<file path="config.mk">
export PLATFORM = sky130hd
export DESIGN_NAME = ysyx_24090003_lsu
export DESIGN_NICKNAME = d
export VERILOG_FILES = /design/src/rtl/ysyx_24090003_lsu.sv
export SDC_FILE = /design/constraint.sdc
export NUM_CORES = 1
export LEC_CHECK = 0
export ABC_AREA = 1
export CORE_AREA = 2 2 124 126
export DETAILED_ROUTE_END_ITERATION = 6
export DIE_AREA = 0 0 126 128
export PLACE_DENSITY = 0.82
export SETUP_SLACK_MARGIN = 0.5
export SYNTH_ARGS = -nofsm -noshare
export SYNTH_HDL_FRONTEND = slang
export SYNTH_SLANG_ARGS = --single-unit
export TNS_END_PERCENT = 20
</file>
<file path="constraint.sdc">
create_clock -name cpu_clk -period 4.1 [get_ports cpu_clk]
set_input_delay 0.41 -clock cpu_clk [delete_from_list [all_inputs] [get_ports cpu_clk]]
set_output_delay 0.41 -clock cpu_clk [all_outputs]
set_load 0.02 [all_outputs]
</file>
<file path="src/rtl/ysyx_24090003_lsu.sv">
// rtl/ysyx_24090003_lsu.sv - RV32I load/store unit with bus timeout
// Optional: define YSYX_24090003_LSU_MISALIGN_CHK_EN to reject misaligned half/word accesses.
module ysyx_24090003_lsu #(
  parameter int TIMEOUT = 255
) (
  input  logic        cpu_clk,
  input  logic        cpu_rs,
  input  logic        req_valid,
  output logic        req_ready,
  input  logic        req_wen,
  input  logic [2:0]  req_funct,
  input  logic [31:0] req_addr,
  input  logic [31:0] req_wdata,
  output logic        resp_valid,
  input  logic        resp_ready,
  output logic [31:0] resp_rdata,
  output logic        resp_err,
  output logic        mem_valid,
  input  logic        mem_ready,
  output logic        mem_wen,
  output logic [31:0] mem_addr,
  output logic [31:0] mem_wdata,
  output logic [3:0]  mem_wstrb,
  input  logic        mem_rvalid,
  input  logic [31:0] mem_rdata,
  input  logic        mem_rerr
);

  localparam int CW = $clog2(TIMEOUT + 1);

  typedef enum logic [1:0] {IDLE, REQ, WAIT, DONE} state_t;

  state_t        state, state_nxt;
  logic          wen_q;
  logic [2:0]    funct_q;
  logic [31:0]   addr_q;
  logic [31:0]   wdata_q;
  logic [CW-1:0] cnt_q;
  logic [31:0]   rdata_q;
  logic          err_q;

  logic          bad_funct;
  logic          misalign;
  logic          reject;
  logic          timed_out;
  logic [7:0]    byte_v;
  logic [15:0]   half_v;
  logic [31:0]   load_data;
  logic [31:0]   st_data;
  logic [3:0]    st_strb;

  always_comb begin
    bad_funct = 1'b0;
    misalign  = 1'b0;
    if (req_wen) begin
      bad_funct = (req_funct > 3'd2);
    end else begin
      case (req_funct)
        3'd0, 3'd1, 3'd2, 3'd4, 3'd5: bad_funct = 1'b0;
        default:                      bad_funct = 1'b1;
      endcase
    end
`ifdef YSYX_24090003_LSU_MISALIGN_CHK_EN
    case (req_funct[1:0])
      2'b01:   misalign = req_addr[0];
      2'b10:   misalign = (req_addr[1:0] != 2'b00);
      default: misalign = 1'b0;
    endcase
`else
    misalign = 1'b0;
`endif
    reject = bad_funct | misalign;
  end

  // The handshake has priority over an expiring counter in the same cycle.
  assign timed_out = (cnt_q >= CW'(TIMEOUT - 1));

  always_comb begin
    byte_v = mem_rdata[7:0];
    case (addr_q[1:0])
      2'd0: byte_v = mem_rdata[7:0];
      2'd1: byte_v = mem_rdata[15:8];
      2'd2: byte_v = mem_rdata[23:16];
      2'd3: byte_v = mem_rdata[31:24];
      default: byte_v = mem_rdata[7:0];
    endcase
    half_v = addr_q[1] ? mem_rdata[31:16] : mem_rdata[15:0];
    case (funct_q)
      3'd0:    load_data = {{24{byte_v[7]}}, byte_v};
      3'd1:    load_data = {{16{half_v[15]}}, half_v};
      3'd4:    load_data = {24'd0, byte_v};
      3'd5:    load_data = {16'd0, half_v};
      default: load_data = mem_rdata;
    endcase
  end

  always_comb begin
    case (funct_q[1:0])
      2'b00: begin
        st_data = {4{wdata_q[7:0]}};
        st_strb = 4'b0001 << addr_q[1:0];
      end
      2'b01: begin
        st_data = {2{wdata_q[15:0]}};
        st_strb = 4'b0011 << {addr_q[1], 1'b0};
      end
      default: begin
        st_data = wdata_q;
        st_strb = 4'hF;
      end
    endcase
  end

  always_ff @(posedge cpu_clk or negedge cpu_rs) begin
    if (!cpu_rs) state <= IDLE;
    else         state <= state_nxt;
  end

  always_comb begin
    state_nxt = state;
    case (state)
      IDLE: if (req_valid) state_nxt = reject ? DONE : REQ;
      REQ: begin
        if (mem_ready)      state_nxt = wen_q ? DONE : WAIT;
        else if (timed_out) state_nxt = DONE;
      end
      WAIT: if (mem_rvalid || timed_out) state_nxt = DONE;
      DONE: if (resp_ready) state_nxt = IDLE;
      default: state_nxt = IDLE;
    endcase
  end

  always_ff @(posedge cpu_clk or negedge cpu_rs) begin
    if (!cpu_rs) begin
      wen_q   <= 1'b0;
      funct_q <= 3'd0;
      addr_q  <= 32'd0;
      wdata_q <= 32'd0;
      cnt_q   <= '0;
      rdata_q <= 32'd0;
      err_q   <= 1'b0;
    end else begin
      case (state)
        IDLE: if (req_valid) begin
          wen_q   <= req_wen;
          funct_q <= req_funct;
          addr_q  <= req_addr;
          wdata_q <= req_wdata;
          cnt_q   <= '0;
          rdata_q <= 32'd0;
          err_q   <= reject;
        end
        REQ: begin
          cnt_q <= cnt_q + CW'(1);
          if (!mem_ready && timed_out) err_q <= 1'b1;
        end
        WAIT: begin
          cnt_q <= cnt_q + CW'(1);
          if (mem_rvalid) begin
            err_q   <= mem_rerr;
            rdata_q <= mem_rerr ? 32'd0 : load_data;
          end else if (timed_out) begin
            err_q <= 1'b1;
          end
        end
        default: ;
      endcase
    end
  end

  assign req_ready  = (state == IDLE);
  assign resp_valid = (state == DONE);
  assign resp_rdata = rdata_q;
  assign resp_err   = err_q;
  assign mem_valid  = (state == REQ);
  assign mem_wen    = mem_valid & wen_q;
  assign mem_addr   = mem_valid ? {addr_q[31:2], 2'b00} : 32'd0;
  assign mem_wdata  = mem_wen ? st_data : 32'd0;
  assign mem_wstrb  = mem_wen ? st_strb : 4'd0;

endmodule

</file>
# [After elaboration in Yosys (flattened, before gate mapping)]
# Cells that the tools add are included.
[op_classes] addsub=1 order_cmp=2 n_eq_ne=21 n_shift=2 n_mux=29 n_bitwise=1 n_reduce_logical=18
[op_table] cell="32-bit 2-to-1 mux" count=5
[op_table] cell="32-bit case mux with 2 select lines" count=2
[op_table] cell="32-bit case mux with 4 select lines" count=1
[op_table] cell="8-bit case mux with 4 select lines" count=1
[op_table] cell="16-bit 2-to-1 mux" count=1
[op_table] cell="8-bit case mux with 2 select lines" count=1
[op_table] cell="3-bit equality test, second input constant" count=4
[op_table] cell="2-bit 2-to-1 mux" count=6
[op_table] cell="8-bit by 1-bit adder with 8-bit output, second input constant" count=1
[op_table] cell="2-bit equality test, second input constant" count=4
[op_table] cell="8-bit greater-or-equal comparator, second input constant" count=1
[op_table] cell="8-bit 2-to-1 mux" count=1
[op_table] cell="2-bit case mux with 4 select lines" count=1
[op_table] cell="4-bit case mux with 2 select lines" count=1
[op_table] cell="4-bit AND reduction" count=2
[op_table] cell="1-bit 2-to-1 mux" count=7
[op_table] cell="2-bit by 1-bit equality test with 1-bit output, second input constant" count=3
[op_table] cell="3-bit by 1-bit equality test with 1-bit output, second input constant" count=2
[op_table] cell="2-bit zero test" count=3
[op_table] cell="3-bit zero test" count=2
[op_table] cell="2-bit != test, second input constant" count=3
[op_table] cell="5-bit OR reduction" count=1
[op_table] cell="4-bit 2-to-1 mux" count=1
[op_table] cell="2-bit by 1-bit != test with 1-bit output, second input constant" count=2
[op_table] cell="other kinds (16)" count=18
[totals] reg_bits=111 output_inout_bits=105 word_cells=82

# [Longest topological paths before layout]
# Gate-level depths: netlist (run 1).
[logic_depth] word_depth=7 ltp_mapped=10

# [Worst setup path before layout (run 1)]
# Ideal clock, no wire load.
[synth_path] path_type="reg2out" from="register state[1]" to="output mem_wdata[16]" t_arrival_ns=1.858 t_required_ns=3.690 path_slack_ns=1.832 path_stages_with_launch=9 path_buffers=2 cell_sequence="dfrtp_1 > inv_1 > ha_1 > buf_2 > nand2_1 > inv_1 > buf_2 > o21ai_0 > a21oi_1"
[synth_via] elab_chain_cells=3
[synth_rtl] item="start: declaration" line_no="33" source="state_t state, state_nxt;"
[synth_rtl] item="start signal: assignment" line_no="116" source="else state <= state_nxt;"
[synth_rtl] item="2-bit by 1-bit equality test with 1-bit output" line_no="175" source="assign mem_valid = (state == REQ);"
[synth_rtl] item="net mem_valid" line_no="18" source="output logic mem_valid,"
[synth_rtl] item="1-bit bitwise AND" line_no="176" source="assign mem_wen = mem_valid & wen_q;"
[synth_rtl] item="net mem_wen" line_no="20" source="output logic mem_wen,"
[synth_rtl] item="32-bit 2-to-1 mux" line_no="178" source="assign mem_wdata = mem_wen ? st_data : 32'd0;"
[synth_rtl] item="end: declaration" line_no="22" source="output logic [31:0] mem_wdata,"
# The timed path passes the listed nets, and every way through them passes these cells.

# [Worst setup path in the final report (run 1)]
[layout_path] from="register state[1]" to="output mem_wdata[24]"
[layout_via] elab_chain_cells=3
[layout_rtl] item="2-bit by 1-bit equality test with 1-bit output" line_no="175"
[layout_rtl] item="1-bit bitwise AND" line_no="176"
[layout_rtl] item="32-bit 2-to-1 mux" line_no="178"
# Every way passes these cells.

==> flow_summary.toml, run 1 <==
[outcome]
status = "finished clean"

[grt]
antenna_found_initial = 0
grt_use_total_pct = 23.0
grt_start_max_net_pins = 84
first_global_vias = 5722
overflow = 0
grt_pass1_wl_mm = 29.3

[routing]
wire_per_inst_um = 15.4
drt-initial-drc-count = 344
dr.pass1.iters = 5
vias = 5948
antenna_left = 0
drc = 0
wirelength_mm = 18.3
via_per_inst = 4.99

[logic_synthesis]
yosys_warnings = 0
ys_ff_latch = 111
syn_area_um2 = 5800
syn-mean-instance-area_um2 = 7.10
synth.distinct_cells = 32
yosysSeqAreaShare_pct = 47.9
syn_inst = 817

[run]
drv_cap = 0

[die]
start_util_pct = 39.0
fp.coreArea_um2 = 14900
rows = 45
pin_count = 212
fp.dieW_um = 126
die_area_um2 = 16100
die_h_um = 128

[placement]
gp_congestion = 0.886
dp_hpwl_mm = 12.9
port_buffers = 209
dp_slack_ns = 0.970
dpl_cell_area_um2 = 7960
placedCellCount = 1177

[timing]
tightest_slew_ns = 1.26
skew_ns = 0.00834
rsz0062_at_grt = "false"
min_period_ns = 3.40
fmax_mhz = 294
fin_tns_setup_ns = 0
slew_viol_final = 0
final.setup.worst_slack_ns = 0.702
fin_crit_sh_pct = 82.9
hold_slack_ns = 0.239
setup_viol = 0
finalHoldViolCount = 0
relSlewSlack_pct = 16.0

[layout]
multi_input_area_um2 = 2550
regArea_um2 = 2780
fillers = 1355
postLayoutCoreUtil_pct = 55.9
area_delta_synth_final_pct = 43.2
final_cells = 1193
antenna_cells = 0
stdcell_area_um2 = 8310
final_net_count = 1113
mostFrequentLayoutCells = "nand2_1 (363), clkdlybuf4s50_1 (208), dfrtp_1 (111)"
layout-drive-gt1-share_pct = 3.68
layout_commonest_cell = "nand2_1"

[pwr]
p_leak_nw = 4.24
power_density_nw_per_um2 = 716
power.total_mw = 5.95
ir_drop_mv = 0.311

[clock_network]
cts_tree = "built"
cts_buffers = 9
post_cts_buffers = 0
cts_root_buf = "clkbuf_16"
clk_latency_ns = 0.36
htree_levels = 3
cts_sinks = 111
path_clk_slew_ns = 0.08
cts_buffer_depth = 2

[setup_path]
critPathKind = "flip-flop to primary output"
endpoint_kind = "primary output"
cp.required_ns = 3.69
worstSetupStartpointType = "flip-flop"
critPathMaxFanout = 18
crit_arrival_ns = 2.99

[min_path]
hp-class = "input port to asynchronous set/reset pin"
==> layer usage <==
metal  up-vias  GRT usage (%)  routed length (um)
li1       2868              -                   -
met1      2771           28.5                7460
met2       268           37.9                8760
met3        41           5.97                1480
met4         0           10.5                 637
met5         -              0                   0
==> final timing paths <==
check | startpoint | end | slack (ns) | cells past startpoint
worst min-delay path | cpu_rs | cnt_q[1] | 0.24 | 1
worst min register to register | addr_q[3] | addr_q[3] | 0.48 | 2
worst max register to register | state[0] | resp_rdata[6] | 1.43 | 9
min in group cpu_clk | addr_q[3] | addr_q[3] | 0.48 | 2
worst max-delay path | state[1] | mem_wdata[24] | 0.70 | 7
max in group asynchronous | cpu_rs | addr_q[3] | 2.86 | 2
==> state kept, by name, summed over array words and instances (netlist names) <==
signal and cells:
wdata_q 32, wen_q 1, funct_q 3, addr_q 32, resp_rdata 32, cnt_q 8
state 2, resp_err 1
==> cell type report <==
class                      count  area share (%)
clock inverter                 6            1.39
clock buffer                  10            2.76
tap                          188            2.83
inverter                      75            3.43
sequential                   111            33.4
timing repair buffer         213            25.5
multi-input combinational    590            30.6
==> report_power, final <==
group          internal (mW)  leakage (nW)  total, mW  switching (mW)
clock                  0.603         0.164       1.03           0.423
sequential              1.56          1.43       1.93           0.361
combinational           1.15          2.64       3.00            1.85
total                   3.32          4.24       5.95            2.63
==> what timing repair did <==
item | in CTS | in global routing
hold buffers | 0 | 0
endpoints found under the setup margin | 0 | 20
resized for setup | 0 | 1
==> cell usage after synthesis <==
cell        n  area, um2
a21boi_0    2       15.0
a21oi_1    29        145
a21oi_4     1       16.3
buf_1       1       3.75
buf_2      14       70.1
buf_4       5       37.5
buf_6       1       11.3
clkbuf_1   21       78.8
clkinv_1    1       3.75
conb_1      1       3.75
dfrtp_1   111       2780
ha_1        6       75.1
inv_1      71        267
inv_2       3       11.3
nand2_1   364       1370
nand2_2     1       6.26
nand3_1    18       90.1
nand3_2     1       10.0
nand3_4     1       17.5
nand3b_1    1       7.51
nand4_1     1       6.26
nand4_4     1       21.3
nor2_1     80        300
nor2_2      2       12.5
nor3_1      3       15.0
o211ai_1    8       60.1
o21ai_0    53        265
o22ai_1     9       56.3
o31ai_1     1       7.51
or2_2       4       25.0
xnor2_1     1       8.76
xor2_1      1       8.76
==> worst max-delay path, stage by stage (launching register included) <==
cell             delay [ns]
dfrtp_1                0.38
inv_1                  0.09
ha_1                   0.20
nand2_1                0.48
clkinvlp_4             0.54
o21ai_0                0.27
nor2_1                 0.12
clkdlybuf4s50_1        0.55
==> cell families after synthesis <==
logic type / count (synthesis) / share of synthesized area [%]
other: 1 / 0.0646
adders and majority gates: 6 / 1.29
DFF: 111 / 47.9
xor gates and xnor gates: 2 / 0.302
buffers and inverters: 117 / 8.33
and+or+nand+nor: 477 / 32.4
AOI/OAI and AO/OA: 103 / 9.75
(Power assumes the default switching activity.)
==> run 2, diff against run 1 <==
clock period = 3.15 ns   (was 4.1 ns; I/O delays follow)
==> flow_summary.toml, run 2 (same netlist as run 1, synthesis figures left out) <==
[timing]
fin_tns_setup_ns = 0
rsz0062_at_grt = "true"
fmax_mhz = 369
setup_viol = 0
finalHoldViolCount = 22
tightest_slew_ns = 0.649
fin_crit_sh_pct = 86.1
min_period_ns = 2.71
hold_slack_ns = -0.0257
relSlewSlack_pct = 56.7
slew_viol_final = 0
skew_ns = 0.00713

[layout]
multi_input_area_um2 = 2550
regArea_um2 = 2780
layout-drive-gt1-share_pct = 5.03
final_net_count = 1122
fillers = 1408
layout_commonest_cell = "nand2_1"
mostFrequentLayoutCells = "nand2_1 (363), clkdlybuf4s50_1 (205), dfrtp_1 (110)"
area_delta_synth_final_pct = 44.0

[die]
die_area_um2 = 16100
rows = 45
pin_count = 212
start_util_pct = 39.0
fp.dieW_um = 126
fp.coreArea_um2 = 14900
die_h_um = 128

[clock_network]
cts_tree = "built"
path_clk_slew_ns = 0.07
clk_latency_ns = 0.35
htree_levels = 3
cts_root_buf = "clkbuf_16"
cts_hold_buf = 0
cts_buffers = 9
cts_sinks = 111
cts_buffer_depth = 2

[grt]
grt_pass1_wl_mm = 28.7
grt_use_total_pct = 22.4
first_global_vias = 5613
antenna_found_initial = 1
grt_start_max_net_pins = 64
overflow = 0

[setup_path]
worstSetupStartpointType = "flip-flop"
cp_num_buf_inv = 4
r2r_start = "state[0]"
r2r-end = "resp_rdata[4]"
crit_path_top_delay_cell = "clkdlybuf4s50_1"
critPathMaxFanout = 11
endpoint_kind = "primary output"
max_stage_delay_ns = 0.62
cp.required_ns = 2.83
critPathKind = "flip-flop to primary output"
timing.critical_path.cells = "inv_1, ha_1, nand2_1, clkinvlp_4, buf_4, o21ai_0, a21oi_1, clkdlybuf4s50_1"
r2r_setup_slack_ns = 0.75
crit_arrival_ns = 2.40
cpLargestDelayFamily = "buffers and inverters"
rr_worst_depth = 9

[routing]
via_per_inst = 4.87
dr.pass1.iters = 6
drt-initial-drc-count = 448
wirelength_mm = 18.0
vias = 5862
wire_per_inst_um = 14.9
antenna_left = 0
drc = 0

[run]
drv_cap = 0

[outcome]
violations = "negative hold slack"
status = "complete, but fails checks"

[pwr]
ir_drop_mv = 0.378
switchingPower_mw = 3.41
power.internal_mw = 4.15
comb_power_share_pct = 52.8
p_leak_nw = 4.27
power.total_mw = 7.56
p_clk_share_pct = 14.6
power_density_nw_per_um2 = 905
netSwitchingFraction_pct = 45.1
seqPwrFrac_pct = 32.6

[placement]
dp_hpwl_mm = 12.9
port_buffers = 209
gp_congestion = 0.844

[min_path]
hp-class = "input port to asynchronous set/reset pin"
run 2: cell count changes in the layout (fill, tap and decap cells not counted), sizes merged:
cell and change:
buf +9, bufinv -3, clkdlybuf4s50 -3, clkinv +3, dlygate4sd2 +3, clkinvlp +1
diode +1, inv -1
run 2: layout make-up:
cell class              count  area share [%]
multi-input cells         590            30.6
flip-flops and latches    111            33.3
clock inverters             6           0.524
clock buffers              10            2.86
well taps                 188            2.82
inverters                  75            3.46
diodes                      1          0.0300
repair buffers            222            26.5
run 2: metrics by stage:
step | cells | instance area, um2 | utilization [%] | hold WS, ns | setup WS [ns]
4_1_cts | 1202 | 8350 | 56.2 | 0.00259 | 0.437
6_report | 1203 | 8350 | 56.2 | -0.0257 | 0.439
2_1_floorplan | 818 | 5800 | - | 0.0194 | 0.977
3_5_place_dp | 1182 | 8020 | 54.0 | 0.389 | 0.483
5_1_grt | 1203 | 8350 | 56.2 | 0.0327 | 0.266
3_3_place_gp | 1182 | 8020 | 54.0 | 0.388 | 0.579
run 2: what timing repair did:
| item | in CTS | in global routing |
|---|---|---|
| endpoints found under the setup margin | 28 | 32 |
| setup buffers | 4 | 0 |
| resized for setup | 10 | 0 |
run 2: worst max-delay path by stage:
stage               start             to  depth (start not counted)
4_1_cts          state[1]  mem_wdata[20]                          8
2_1_floorplan    state[1]  mem_wdata[16]                          8
3_3_place_gp   funct_q[1]   mem_wstrb[1]                          5
5_1_grt          state[1]  mem_wdata[20]                          8
3_5_place_dp     state[1]  mem_wdata[28]                          7
6_report         state[1]  mem_wdata[20]                          8
run 2: routing by layer:
layer	vias up	part of all wire (%)	track usage, %
met4	0	1.8	6.40
met5	-	0	0
met3	18	8.0	6.01
met1	2712	42	28.0
li1	2900	-	-
met2	232	48	38.4
run 2: worst register-to-register path: cells and delay by family (launching register included):
| kind | cells | cell delay [ns] |
|---|---|---|
| and+or+nand+nor | 4 | 0.82 |
| buffers and inverters | 2 | 0.46 |
| DFF | 1 | 0.43 |
| AOI/OAI and AO/OA | 2 | 0.38 |
| adders and majority gates | 1 | 0.27 |
run 2: power by group through the flow:
stage | clock, mW | sequential (mW) | combinational, mW
3_5_place_dp | 0 | 2.47 | 3.96
5_1_grt | 1.19 | 2.54 | 4.41
6_report | 1.11 | 2.47 | 3.99
2_1_floorplan | 0 | 2.54 | 2.31
3_3_place_gp | 0 | 2.47 | 3.90
4_1_cts | 1.13 | 2.47 | 4.02
